===== config.mk =====
export PLATFORM = sky130hd
export DESIGN_NAME = bcd_time_loader
export DESIGN_NICKNAME = d
export VERILOG_FILES = /design/src/rtl/bcd_time_loader.sv
export SDC_FILE = /design/constraint.sdc
export NUM_CORES = 1
export LEC_CHECK = 0
export CORE_MARGIN = 1.5
export CORE_UTILIZATION = 57
export CTS_BUF_LIST = sky130_fd_sc_hd__clkbuf_8
export DETAILED_ROUTE_END_ITERATION = 16
export PLACE_DENSITY = 0.9
export SKIP_CTS_REPAIR_TIMING = 1
export SLEW_MARGIN = 5
export SYNTH_ARGS = -nofsm -noshare
export SYNTH_HDL_FRONTEND = slang
export SYNTH_SLANG_ARGS = --single-unit

===== constraint.sdc =====
create_clock -name Clk -period 3.25 [get_ports Clk]
set_clock_uncertainty 0.15 [all_clocks]
set_input_delay 0.65 -clock Clk [delete_from_list [all_inputs] [get_ports Clk]]
set_output_delay 0.65 -clock Clk [all_outputs]
set_load 0.02 [all_outputs]

===== src/rtl/bcd_time_loader.sv =====
// Purpose : converts a packed BCD time value (MS digit first) into a binary tick count.
// Latency : DIGITS edges after the Start-sampling edge for valid input, 1 edge for invalid.
// Backpr. : Start is only sampled while idle; requests during Busy are dropped, not queued.
//
// Ports:
//   Clk      rising-edge clock
//   Rst      asynchronous active-low reset
//   Start    conversion request, sampled only in IDLE
//   Dig_In   packed BCD, [4*DIGITS-1 -: 4] is the most significant digit
//   Bin_Out  last successfully converted value, held between conversions
//   Busy     high from the accepting edge until the completion edge
//   Done     one-cycle completion pulse (success or error)
//   Err      raised with Done when a captured digit exceeds 9, held until the next accept
module bcd_time_loader #(
  parameter int DIGITS = 3,
  parameter int OUT_W  = 11
) (
  input  logic                  Clk,
  input  logic                  Rst,
  input  logic                  Start,
  input  logic [4*DIGITS-1:0]   Dig_In,
  output logic [OUT_W-1:0]      Bin_Out,
  output logic                  Busy,
  output logic                  Done,
  output logic                  Err
);

  localparam logic [1:0] ST_IDLE  = 2'd0;
  localparam logic [1:0] ST_CHECK = 2'd1;
  localparam logic [1:0] ST_CONV  = 2'd2;

  localparam int DIG_W  = 4 * DIGITS;
  localparam int WIDE_W = OUT_W + 4;
  // Index of the next digit to fold in; a single-digit build still needs a 1-bit register.
  localparam int IDX_W  = (DIGITS > 1) ? $clog2(DIGITS) : 1;
  localparam logic [IDX_W-1:0] IDX_START = IDX_W'((DIGITS > 1) ? (DIGITS - 2) : 0);

  logic [1:0]        state_q, state_d;
  logic [DIG_W-1:0]  dig_q,   dig_d;
  logic [OUT_W-1:0]  acc_q,   acc_d;
  logic [IDX_W-1:0]  idx_q,   idx_d;
  logic [OUT_W-1:0]  bin_q,   bin_d;
  logic              busy_q,  busy_d;
  logic              done_q,  done_d;
  logic              err_q,   err_d;

  logic              any_bad;
  logic [3:0]        ms_digit;
  logic [3:0]        cur_digit;
  logic [WIDE_W-1:0] acc_wide;
  logic [OUT_W-1:0]  acc_next;

  // Validity is judged on the captured copy, so Dig_In may change freely after acceptance.
  always_comb begin
    any_bad = 1'b0;
    for (int i = 0; i < DIGITS; i++) begin
      if (dig_q[4*i +: 4] > 4'd9) begin
        any_bad = 1'b1;
      end
    end
  end

  assign ms_digit  = dig_q[DIG_W-1 -: 4];
  assign cur_digit = dig_q[{idx_q, 2'b00} +: 4];

  // acc*10 + digit as shift-and-add, widened so the intermediate cannot wrap; the
  // result always fits OUT_W when 2^OUT_W exceeds the largest DIGITS-digit value.
  assign acc_wide = WIDE_W'(acc_q);
  assign acc_next = OUT_W'((acc_wide << 3) + (acc_wide << 1) + WIDE_W'(cur_digit));

  always_comb begin
    state_d = state_q;
    dig_d   = dig_q;
    acc_d   = acc_q;
    idx_d   = idx_q;
    bin_d   = bin_q;
    busy_d  = busy_q;
    done_d  = 1'b0;
    err_d   = err_q;

    case (state_q)
      ST_IDLE: begin
        if (Start) begin
          dig_d   = Dig_In;
          acc_d   = '0;
          err_d   = 1'b0;
          busy_d  = 1'b1;
          state_d = ST_CHECK;
        end
      end

      ST_CHECK: begin
        if (any_bad) begin
          // Bin_Out keeps the previous good value; only the error is reported.
          err_d   = 1'b1;
          done_d  = 1'b1;
          busy_d  = 1'b0;
          state_d = ST_IDLE;
        end else if (DIGITS == 1) begin
          bin_d   = OUT_W'(ms_digit);
          done_d  = 1'b1;
          busy_d  = 1'b0;
          state_d = ST_IDLE;
        end else begin
          acc_d   = OUT_W'(ms_digit);
          idx_d   = IDX_START;
          state_d = ST_CONV;
        end
      end

      ST_CONV: begin
        acc_d = acc_next;
        if (idx_q == '0) begin
          // LS digit folded in: publish the finished value only now.
          bin_d   = acc_next;
          done_d  = 1'b1;
          busy_d  = 1'b0;
          state_d = ST_IDLE;
        end else begin
          idx_d = idx_q - IDX_W'(1);
        end
      end

      default: begin
        busy_d  = 1'b0;
        state_d = ST_IDLE;
      end
    endcase
  end

  always_ff @(posedge Clk or negedge Rst) begin
    if (!Rst) begin
      state_q <= ST_IDLE;
      dig_q   <= '0;
      acc_q   <= '0;
      idx_q   <= '0;
      bin_q   <= '0;
      busy_q  <= 1'b0;
      done_q  <= 1'b0;
      err_q   <= 1'b0;
    end else begin
      state_q <= state_d;
      dig_q   <= dig_d;
      acc_q   <= acc_d;
      idx_q   <= idx_d;
      bin_q   <= bin_d;
      busy_q  <= busy_d;
      done_q  <= done_d;
      err_q   <= err_d;
    end
  end

  assign Bin_Out = bin_q;
  assign Busy    = busy_q;
  assign Done    = done_q;
  assign Err     = err_q;

endmodule


==> impl_metrics.env <==
export IMPL_status="complete, no violations"
export IMPL_synth_compound_area_share=0.1748
export IMPL_synth_top_cells_by_area="dfrtp_1 (44%), ha_1 (11%), mux2_2 (8.8%)"
export IMPL_grt_busiest_layer="met2"
export IMPL_setup_worst_path_end_class="register"
export IMPL_post_place_ws_ns=0.3577
export IMPL_grt_util_met3=0.05236
export IMPL_synth_area_in_adders=0.1318
export IMPL_synth_top_family_by_area="compound AO/OA/AOI/OAI gates"
export IMPL_detailedRoute_firstIterationViolations=66
export IMPL_gr_usage_met1=0.2721
export IMPL_fill_cells=268
export IMPL_mappedNetlistNets=238
export IMPL_largest_fanout_on_the_critical_path=8
export IMPL_finalWorstSetupSlack_ns=0.3368
export IMPL_antenna_violation_net_count_after_detailed_routing=0
export IMPL_max_cap_violations=0
export IMPL_post_synth_mux_area_share=0.1057
export IMPL_core_sq_mm=0.003771
export IMPL_die_area_sq_mm=0.004420
export IMPL_cp_arrival_ns=2.94
export IMPL_r2r_depth=10
export IMPL_drc_errors=0
export IMPL_n_antenna_cell=0
export IMPL_final_period_minus_worst_setup_slack_ns=2.913
export IMPL_final_setup_viol_count=0
export IMPL_multi_input_gate_area_sq_mm=0.001249
export IMPL_global_route_overflow_total=0
export IMPL_h_tree_depth=2
export IMPL_area_delta_synth_final_pct=18.68
export IMPL_routabilityCongestion=0.8611
export IMPL_detail_route_first_pass_iterations=4
export IMPL_power_ir_vdd_worst_uv=476.4
export IMPL_synthesis_yosys_warnings=0
export IMPL_netlist_area_leader_share=0.4357
export IMPL_net_switching_power_uw=819.7
export IMPL_worstSetupPathType="reg -> reg"
export IMPL_power_per_cell_area_mw_per_mm2=778.9
export IMPL_clock_insertion_delay_worst_skew_ns=0.29
export IMPL_nets=270
export IMPL_synth_cell_area_sq_mm=0.002297
export IMPL_yosysMostFrequentCell="dfrtp_1"
export IMPL_comb_power_share=0.446
export IMPL_global_route_usage_sum=0.2333
export IMPL_xor_xnor_cell_area_share_of_the_yosys_netlist=0.02941
export IMPL_dieWidth_um=66.49
export IMPL_num_vias=1652
export IMPL_area_leader_netlist="dfrtp_1"
export IMPL_synthesis_instances=200
export IMPL_synth_seq_cells=40
export IMPL_hold_removal_path_class="in -> async"
export IMPL_power_leakage_uw=0.001240
export IMPL_worst_pin_slew_ns=0.8586
export IMPL_first_global_vias=1670
export IMPL_switching_share=0.3860
export IMPL_grt_setup_unrepaired="no"
export IMPL_hold_violations=0
export IMPL_number_of_antenna_violations_at_the_first_check_in_global_routing=0
export IMPL_placementRows=22
export IMPL_die_height_um=66.49
export IMPL_numCtsBuffers=5
export IMPL_clkPwrFrac=0.183
export IMPL_io_buffer_count=28
export IMPL_internal_power_uw=1304
export IMPL_via_per_inst=5.879
export IMPL_max_slew_headroom=0.4276
export IMPL_wl_um=4478
export IMPL_post_dp_hpwl_um=3416
export IMPL_slew_violations=0
export IMPL_avgRoutedWirePerCell_um=15.94
export IMPL_dominantRegCellSynth="dfrtp_1"
export IMPL_clk_path_buf_depth=2
export IMPL_final_seq_area_sq_mm=0.001001
export IMPL_fmax_ghz=0.3433
export IMPL_timing_critical_path_required_ns=3.28
export IMPL_ioPinCount=29
export IMPL_min_period_over_period=0.8964
export IMPL_yosys_cell_types_count=45
export IMPL_share_of_post_route_cells_with_drive_strength_above_1=0.1545
export IMPL_synth_common_cells="dfrtp_1 (40), ha_1 (21), mux2_2 (18), a21oi_1 (13), nand2_1 (12)"
export IMPL_synthSimpleGateAreaFrac=0.1019
export IMPL_first_pass_grt_wire_length_um=7728
export IMPL_avgSynthCellArea_sq_um=11.49
export IMPL_cts_sinks=40
export IMPL_setup_tns_final_ns=0
export IMPL_share_of_the_yosys_chip_area_belonging_to_registers=0.4357
export IMPL_maximum_number_of_pins_on_one_net_before_global_route_repair=41
export IMPL_clock_tree_root_cell="clkbuf_8"
export IMPL_power_share_sequential=0.371
export IMPL_setup_worst_path_start_class="register"
export IMPL_clock_tree_from_tritoncts="built"
export IMPL_synth_enable_flop_cells=0
export IMPL_fraction_of_synthesis_flops_using_an_asynchronous_set_or_reset_pin=1.000
export IMPL_holdWs_ns=0.3152
export IMPL_floorplan_initialDensity=0.6092
export IMPL_clk_pin_slew_ns=0.08
export IMPL_globalRouteMet2Util=0.4188
## cells in the final DEF (no fill, tap or decap), types with 2 or more instances in the layout
cell,netlist,final
o21ai_0,9,9
clkdlybuf4s50_1,0,27
xor2_1,2,2
nor2b_1,2,2
nand2b_1,3,3
fa_1,2,2
nor2_1,7,7
mux2i_1,4,4
ha_1,21,21
a221o_1,4,4
a21oi_1,13,13
mux2_2,18,18
a31oi_1,2,2
inv_1,9,10
o21ai_1,2,2
o2bb2ai_1,4,4
nand3_1,7,7
clkbuf_8,0,5
o211ai_1,4,4
o21ai_2,3,3
xnor2_1,3,3
a21boi_0,3,3
a22o_1,3,3
dfrtp_1,40,40
nand2_1,12,12
## power by group through the flow
stage / Combinational [uW] / Clock [uW] / Sequential [uW]
3_5_place_dp: 935 / 0 / 796
3_3_place_gp: 906 / 0 / 787
5_1_grt: 1050 / 417 / 807
2_1_floorplan: 625 / 0 / 808
4_1_cts: 950 / 399 / 787
6_report: 947 / 388 / 788
## critical path, stage by stage (launching register included)
cell      delay, ns
dfrtp_1        0.52
mux2i_1        0.24
nor2_1         0.06
a31oi_1        0.20
fa_1           0.44
inv_1          0.12
ha_1           0.27
a211oi_2       0.26
o21ai_1        0.13
xor2_1         0.16
mux2_2         0.26
## layer usage
| metal | routed length, um | vias to the layer above |
|---|---|---|
| met5 | 0 | - |
| met4 | 46 | 0 |
| met3 | 140 | 7 |
| met2 | 2325 | 29 |
| met1 | 1965 | 808 |
| li1 | - | 808 |
## path summary, 6_finish.rpt
check,startpoint,to,slack (ns)
worst min-delay path,Rst,acc_q[6]$_DFFE_PN0P_,0.32
worst max-delay path,idx_q[1]$_DFFE_PN0P_,Bin_Out[7]$_DFFE_PN0P_,0.34
worst min register to register,Bin_Out[6]$_DFFE_PN0P_,Bin_Out[6]$_DFFE_PN0P_,0.33
min in group Clk,Bin_Out[6]$_DFFE_PN0P_,Bin_Out[6]$_DFFE_PN0P_,0.33
worst max register to register,idx_q[1]$_DFFE_PN0P_,Bin_Out[7]$_DFFE_PN0P_,0.34
max in group asynchronous,Rst,state_q[0]$_DFFE_PN0P_,2.09
## flip-flops by register name, summed over array words and instances, names as in the netlist
name,flops
Busy,1
acc_q,10
Bin_Out,11
Done,1
state_q,2
dig_q,12
idx_q,2
Err,1
## final cells by class
cell class                      instances  share of cell area
Sequential cell                        40              0.3671
Inverter                                9             0.01239
Tap cell                               48             0.02203
Multi-Input combinational cell        148              0.4580
Timing Repair Buffer                   28              0.1010
Clock inverter                          3             0.01423
Clock buffer                            5             0.02524
## per-stage QoR
stage / utilization / power, uW / instance area (sq um) / instances
after global placement: 0.6944 / 1693 / 2619 / 273
after floorplan: - / 1433 / 2297 / 200
after CTS: 0.7230 / 2136 / 2726 / 281
after detailed placement: 0.6944 / 1731 / 2619 / 273
final: 0.7230 / 2124 / 2726 / 281
after global routing: 0.7230 / 2274 / 2726 / 281
## cell families (layout without fill, tap and decap cells)
family / after synthesis / in the layout
adder cells (fa/ha/maj): 23 / 23
multiplexers: 22 / 22
XOR/XNOR: 6 / 6
buffers and inverters: 12 / 45
flip-flops: 40 / 40
AND/OR/NAND/NOR: 41 / 41
AO/OA/AOI/OAI: 56 / 56
Power figures use the tool's default switching activity.
